==> config.mk <==
export PLATFORM = sky130hd
export DESIGN_NAME = mem_arbiter_flat
export DESIGN_NICKNAME = d
export VERILOG_FILES = /design/src/rtl/mem_arb_pkg.sv /design/src/rtl/mem_arbiter_if.sv /design/src/rtl/mem_arb_pick.sv /design/src/rtl/mem_arbiter.sv /design/src/flat_wrapper.sv
export SDC_FILE = /design/constraint.sdc
export NUM_CORES = 1
export LEC_CHECK = 0
export CAP_MARGIN = 25
export CORE_AREA = 2 2 115 117
export DETAILED_ROUTE_END_ITERATION = 10
export DIE_AREA = 0 0 117 119
export PLACE_DENSITY = 0.73
export SYNTH_ARGS = -nofsm -noshare
export SYNTH_HDL_FRONTEND = slang
export SYNTH_HIERARCHICAL = 1
export SYNTH_SLANG_ARGS = --single-unit
export TNS_END_PERCENT = 20
==> constraint.sdc <==
create_clock -name clk -period 1.5 [get_ports clk]
set_clock_uncertainty 0.15 [all_clocks]
set_input_delay 0.3 -clock clk [delete_from_list [all_inputs] [get_ports clk]]
set_output_delay 0.3 -clock clk [all_outputs]
set_load 0.01 [all_outputs]
==> src/rtl/mem_arb_pkg.sv <==
// Shared types for the two-port memory arbiter.
package mem_arb_pkg;

    localparam int unsigned ADDR_W = 32;

    typedef enum logic [1:0] {
        IDLE,
        ISSUE,
        WAIT
    } arb_state_t;

    typedef enum logic {
        OWN_IF,
        OWN_D
    } owner_t;

    // Latched request header for the single outstanding transaction.
    typedef struct packed {
        logic [ADDR_W-1:0] addr;
        logic              we;
        owner_t            owner;
    } txn_hdr_t;

endpackage

==> src/rtl/mem_arbiter_if.sv <==
// Bundle of requester (IF/D) and memory-side signals around mem_arbiter.
interface mem_arbiter_if
    import mem_arb_pkg::*;
#(
    parameter int unsigned N = 32
) ();

    logic              if_req;
    logic [ADDR_W-1:0] if_addr;
    logic              if_rvalid;
    logic [N-1:0]      if_rdata;
    logic              if_stall;

    logic              d_req;
    logic              d_we;
    logic [ADDR_W-1:0] d_addr;
    logic [N-1:0]      d_wdata;
    logic              d_rvalid;
    logic [N-1:0]      d_rdata;
    logic              d_stall;

    logic              proc_req;
    logic              we;
    logic [ADDR_W-1:0] addr;
    logic [N-1:0]      wdata;
    logic              mem_ready;
    logic              valid;
    logic [N-1:0]      rdata;

    // Arbiter view
    modport slave (
        input  if_req, if_addr, d_req, d_we, d_addr, d_wdata, mem_ready, valid, rdata,
        output if_rvalid, if_rdata, if_stall, d_rvalid, d_rdata, d_stall,
               proc_req, we, addr, wdata
    );

    // Environment view: requesters plus memory
    modport master (
        output if_req, if_addr, d_req, d_we, d_addr, d_wdata, mem_ready, valid, rdata,
        input  if_rvalid, if_rdata, if_stall, d_rvalid, d_rdata, d_stall,
               proc_req, we, addr, wdata
    );

endinterface

==> src/rtl/mem_arb_pick.sv <==
// Combinational winner selection between IF and D requesters.
// ARB_RR_EN defined: ties go to the port not served last; otherwise D always wins ties.
module mem_arb_pick
    import mem_arb_pkg::*;
(
    input  logic   if_req,
    input  logic   d_req,
    input  owner_t last_served,
    output owner_t winner_c
);

`ifdef ARB_RR_EN
    always_comb begin
        winner_c = OWN_D;
        if (if_req && d_req) begin
            winner_c = (last_served == OWN_D) ? OWN_IF : OWN_D;
        end else if (if_req) begin
            winner_c = OWN_IF;
        end
    end
`else
    logic unused_last_served;
    assign unused_last_served = (last_served == OWN_IF);

    always_comb begin
        winner_c = OWN_D;
        if (if_req && !d_req) begin
            winner_c = OWN_IF;
        end
    end
`endif

endmodule

==> src/rtl/mem_arbiter.sv <==
// Two-port (instruction fetch / data) arbiter onto a single-outstanding memory bus.
// Tie policy selected by ARB_RR_EN (see mem_arb_pick); default build gives D priority.
module mem_arbiter
    import mem_arb_pkg::*;
#(
    parameter int unsigned N = 32
) (
    input  logic         clk,
    input  logic         rst,
    mem_arbiter_if.slave bus
);

    arb_state_t   state_q, state_n;
    txn_hdr_t     hdr_q, hdr_n;
    logic [N-1:0] wdata_q, wdata_n;
    owner_t       last_q, last_n;
    logic         proc_req_q;
    owner_t       pick_c;
    logic         done_c;

    mem_arb_pick u_pick (
        .if_req      (bus.if_req),
        .d_req       (bus.d_req),
        .last_served (last_q),
        .winner_c    (pick_c)
    );

    // State and latched transaction registers
    always_ff @(posedge clk) begin
        if (rst) begin
            state_q    <= IDLE;
            hdr_q      <= '{addr: '0, we: 1'b0, owner: OWN_D};
            wdata_q    <= '0;
            last_q     <= OWN_D;
            proc_req_q <= 1'b0;
        end else begin
            state_q    <= state_n;
            hdr_q      <= hdr_n;
            wdata_q    <= wdata_n;
            last_q     <= last_n;
            proc_req_q <= (state_n == ISSUE);
        end
    end

    // Next state, latch capture and completion detect
    always_comb begin
        state_n = state_q;
        hdr_n   = hdr_q;
        wdata_n = wdata_q;
        last_n  = last_q;
        done_c  = 1'b0;

        case (state_q)
            IDLE: begin
                if (bus.if_req || bus.d_req) begin
                    state_n     = ISSUE;
                    hdr_n.owner = pick_c;
                    if (pick_c == OWN_IF) begin
                        hdr_n.addr = bus.if_addr;
                        hdr_n.we   = 1'b0;
                        wdata_n    = '0;
                    end else begin
                        hdr_n.addr = bus.d_addr;
                        hdr_n.we   = bus.d_we;
                        wdata_n    = bus.d_wdata;
                    end
                end
            end
            ISSUE: begin
                if (bus.mem_ready) begin
                    if (bus.valid) begin
                        done_c  = 1'b1;
                        state_n = IDLE;
                    end else begin
                        state_n = WAIT;
                    end
                end
            end
            WAIT: begin
                if (bus.valid) begin
                    done_c  = 1'b1;
                    state_n = IDLE;
                end
            end
            default: state_n = IDLE;
        endcase

        if (done_c) begin
            last_n = hdr_q.owner;
        end
    end

    // Memory side is driven purely from the latched transaction
    assign bus.proc_req = proc_req_q;
    assign bus.we       = hdr_q.we;
    assign bus.addr     = hdr_q.addr;
    assign bus.wdata    = wdata_q;

    // Completion is steered to the owner in the same cycle the response arrives
    assign bus.if_rvalid = done_c && (hdr_q.owner == OWN_IF);
    assign bus.d_rvalid  = done_c && (hdr_q.owner == OWN_D);
    assign bus.if_rdata  = bus.rdata;
    assign bus.d_rdata   = bus.rdata;
    assign bus.if_stall  = bus.if_req && !bus.if_rvalid;
    assign bus.d_stall   = bus.d_req && !bus.d_rvalid;

endmodule

==> src/flat_wrapper.sv <==
// flat-port wrapper written by rule: the top's interface ports become plain ports
module mem_arbiter_flat import mem_arb_pkg::*;
#(
    parameter int unsigned N = 32
)
  (clk, rst, bus_if_req, bus_if_addr, bus_d_req, bus_d_we, bus_d_addr, bus_d_wdata, bus_mem_ready, bus_valid, bus_rdata, bus_if_rvalid, bus_if_rdata, bus_if_stall, bus_d_rvalid, bus_d_rdata, bus_d_stall, bus_proc_req, bus_we, bus_addr, bus_wdata);
  mem_arbiter_if #(.N(N)) bus_i ();
  input  logic clk;
  input  logic rst;
  input wire logic [$bits(bus_i.if_req)-1:0] bus_if_req;
  input wire logic [$bits(bus_i.if_addr)-1:0] bus_if_addr;
  input wire logic [$bits(bus_i.d_req)-1:0] bus_d_req;
  input wire logic [$bits(bus_i.d_we)-1:0] bus_d_we;
  input wire logic [$bits(bus_i.d_addr)-1:0] bus_d_addr;
  input wire logic [$bits(bus_i.d_wdata)-1:0] bus_d_wdata;
  input wire logic [$bits(bus_i.mem_ready)-1:0] bus_mem_ready;
  input wire logic [$bits(bus_i.valid)-1:0] bus_valid;
  input wire logic [$bits(bus_i.rdata)-1:0] bus_rdata;
  output wire logic [$bits(bus_i.if_rvalid)-1:0] bus_if_rvalid;
  output wire logic [$bits(bus_i.if_rdata)-1:0] bus_if_rdata;
  output wire logic [$bits(bus_i.if_stall)-1:0] bus_if_stall;
  output wire logic [$bits(bus_i.d_rvalid)-1:0] bus_d_rvalid;
  output wire logic [$bits(bus_i.d_rdata)-1:0] bus_d_rdata;
  output wire logic [$bits(bus_i.d_stall)-1:0] bus_d_stall;
  output wire logic [$bits(bus_i.proc_req)-1:0] bus_proc_req;
  output wire logic [$bits(bus_i.we)-1:0] bus_we;
  output wire logic [$bits(bus_i.addr)-1:0] bus_addr;
  output wire logic [$bits(bus_i.wdata)-1:0] bus_wdata;
  assign bus_i.if_req = bus_if_req;
  assign bus_i.if_addr = bus_if_addr;
  assign bus_i.d_req = bus_d_req;
  assign bus_i.d_we = bus_d_we;
  assign bus_i.d_addr = bus_d_addr;
  assign bus_i.d_wdata = bus_d_wdata;
  assign bus_i.mem_ready = bus_mem_ready;
  assign bus_i.valid = bus_valid;
  assign bus_i.rdata = bus_rdata;
  assign bus_if_rvalid = bus_i.if_rvalid;
  assign bus_if_rdata = bus_i.if_rdata;
  assign bus_if_stall = bus_i.if_stall;
  assign bus_d_rvalid = bus_i.d_rvalid;
  assign bus_d_rdata = bus_i.d_rdata;
  assign bus_d_stall = bus_i.d_stall;
  assign bus_proc_req = bus_i.proc_req;
  assign bus_we = bus_i.we;
  assign bus_addr = bus_i.addr;
  assign bus_wdata = bus_i.wdata;
  mem_arbiter #(.N(N)) u_core (.clk(clk), .rst(rst), .bus(bus_i));
endmodule
==> metrics.txt <==
P per Cell Area 1120 mW/mm^2; vias in the first global route around 3200; Worst Tran Pin Value 0.326 ns; Fin Setup TNS -3.09 ns; average size of a mapped cell between 8 and 9 sq um; Sink Count 69; Syn. warnings 6; post-layout util a little over two fifths; Antenna Nets Post-Route 0; DP Cell Count 660; fin cells between 600 and 700; outcome finished with violations; total wire length roughly 11000 um; r2r startpoint u_core/state_q[0]; CP Data Arrival Time 1.51 ns; ratio of cells with drive above 1 in the final layout 20.2%; IO buf count 172; Final Setup Violations 33; Gate Count Post-Synth about 420; flop2flop setup slack -0.18 ns; CP startpoint u_core/state_q[0]; critical path class reg -> out; clock buffer count from CTS 9; CTS tree done; Pleak 2.48 nW; routed len/inst 15.4 um; period utilisation layout 131%; Final Hold Vio Count 0; routability cong. 0.776; critical hold path startpoint rst; TritonRoute pass-1 iters 4; routed via count 3126; detailed placer's ending HPWL 7110 um; Core ar. 0.0129 sq mm; Placed Area approximately 0.0050 sq mm; initial antenna violation count 0; area grow syn2layout 51.2%; maxcap violations 0; post-DR vias/cell 4.56; GRT overflow 0; Post-route DRC 0; Initial DRC Count between 100 and 150; critical path required time roughly 1.1 ns; Final Worst Setup Slack -0.462 ns; Die Y 119 um; WHS Endpoint u_core/bus.wdata[27]; failing checks setup timing; worst skew pair latency roughly 0.32 ns; Mapped Nets 561; Slew Viols, Final 0; Ports between 200 and 300; CTS H-tree depth 3; Clock transition at path regs 0.06 ns; largest net degree at the start of global routing 58; fin nets 644; Worst Hold Depth 2; Die ar. 0.0139 sq mm; Reg2Reg Depth 7; CTS root buffer clkbuf_16; number of cell rows 42; critical-path maximum fanout 3; crit end category output pin; Syn Std Cell Area 0.00369 sq mm; Tmin final between 1.5 and 2 ns; Fill cells 1255; Worst Setup Start Kind flop; VDD IR-drop max about 0.55 mV; RSZ-0062 raised after global routing yes; first-pass GRT wire length 15200 um; design area 0.00559 sq mm; fmax 510 MHz; Rel. slew slack 78.3%; Initial Util 28.7%; FF-to-FF End u_core/state_q[1]; diode count 0; Tightest Hold Check Type in -> reg; CTS Buffer Depth 2; Overall Global Routing Usage between 10 and 15%; die extent in x between 100 and 150 um
[layout by cell type (no fill, tap or decap), drive strengths merged, types with 2 or more instances in the layout]
cell type	count
nor2	34
dfxtp	69
inv	2
ha	5
nand2	36
mux2i	32
a211oi	33
dlygate4sd2	67
nand3b	2
a21oi	35
nand3	33
buf	28
clkinv	3
nor2b	4
clkdlybuf4s50	99
bufinv	2
clkbuf	13
[metrics by stage]
stage | hold slack [ns] | power [mW] | worst slack (ns)
floorplan | 0.315 | 3.30 | 0.0108
global placement | 0.289 | 3.80 | -0.647
detailed placement | 0.293 | 3.84 | -0.712
CTS | 0.189 | 6.06 | -0.500
global route | 0.207 | 6.57 | -0.541
finish | 0.210 | 6.25 | -0.462
[layer usage]
metal	vias up	share of wire (%)	global-route usage [%]
li1	1498	-	-
met1	1506	40	14.2
met3	11	5.3	3.66
met4	0	1.2	5.66
met5	-	0	0
met2	111	54	26.0
[registers in the layout, indices dropped and copies added, names as in the netlist]
name / cells
u_core/bus.addr: 32
u_core/bus.wdata: 32
u_core/hdr_q: 1
u_core/state_q: 2
u_core/bus.we: 1
u_core/bus.proc_req: 1
[worst max-delay path by stage]
stage / to / slack [ns]
final: bus_d_stall / -0.46
after global routing: bus_d_stall / -0.54
after CTS: bus_d_stall / -0.50
after detailed placement: bus_d_stall / -0.71
after global placement: bus_d_rvalid / -0.65
after floorplan: bus_d_stall / 0.01
[cell type report]
| class | instances | area, sq um | area share (%) |
|---|---|---|---|
| clock inverter | 6 | 86.3 | 1.55 |
| clock buffer | 10 | 239 | 4.28 |
| inverter | 2 | 15.0 | 0.269 |
| tap | 176 | 220 | 3.94 |
| timing repair buffer | 198 | 2000 | 35.7 |
| sequential | 69 | 1390 | 24.9 |
| multi-input combinational | 224 | 1640 | 29.4 |
[worst max-delay path, cell delays in order, from the launching register on]
cell	delay, ns
dfxtp_4	0.39
inv_6	0.05
ha_4	0.26
nand2_4	0.06
nor3b_4	0.21
nor2b_2	0.06
buf_2	0.14
[power by group]
group / internal [mW] / total [mW] / switching [mW]
registers: 2.05 / 2.16 / 0.113
clock network: 1.50 / 2.29 / 0.794
logic: 0.951 / 1.80 / 0.848
[repair_timing]
action                                  CTS  global route
pin swaps                                21            29
cloned                                    0             5
endpoints found under the setup margin  106            67
setup buffers                             1             3
hold buffers                              0             0
gates resized for setup                  95            39
No activity file was read; power rests on OpenSTA's default activity.
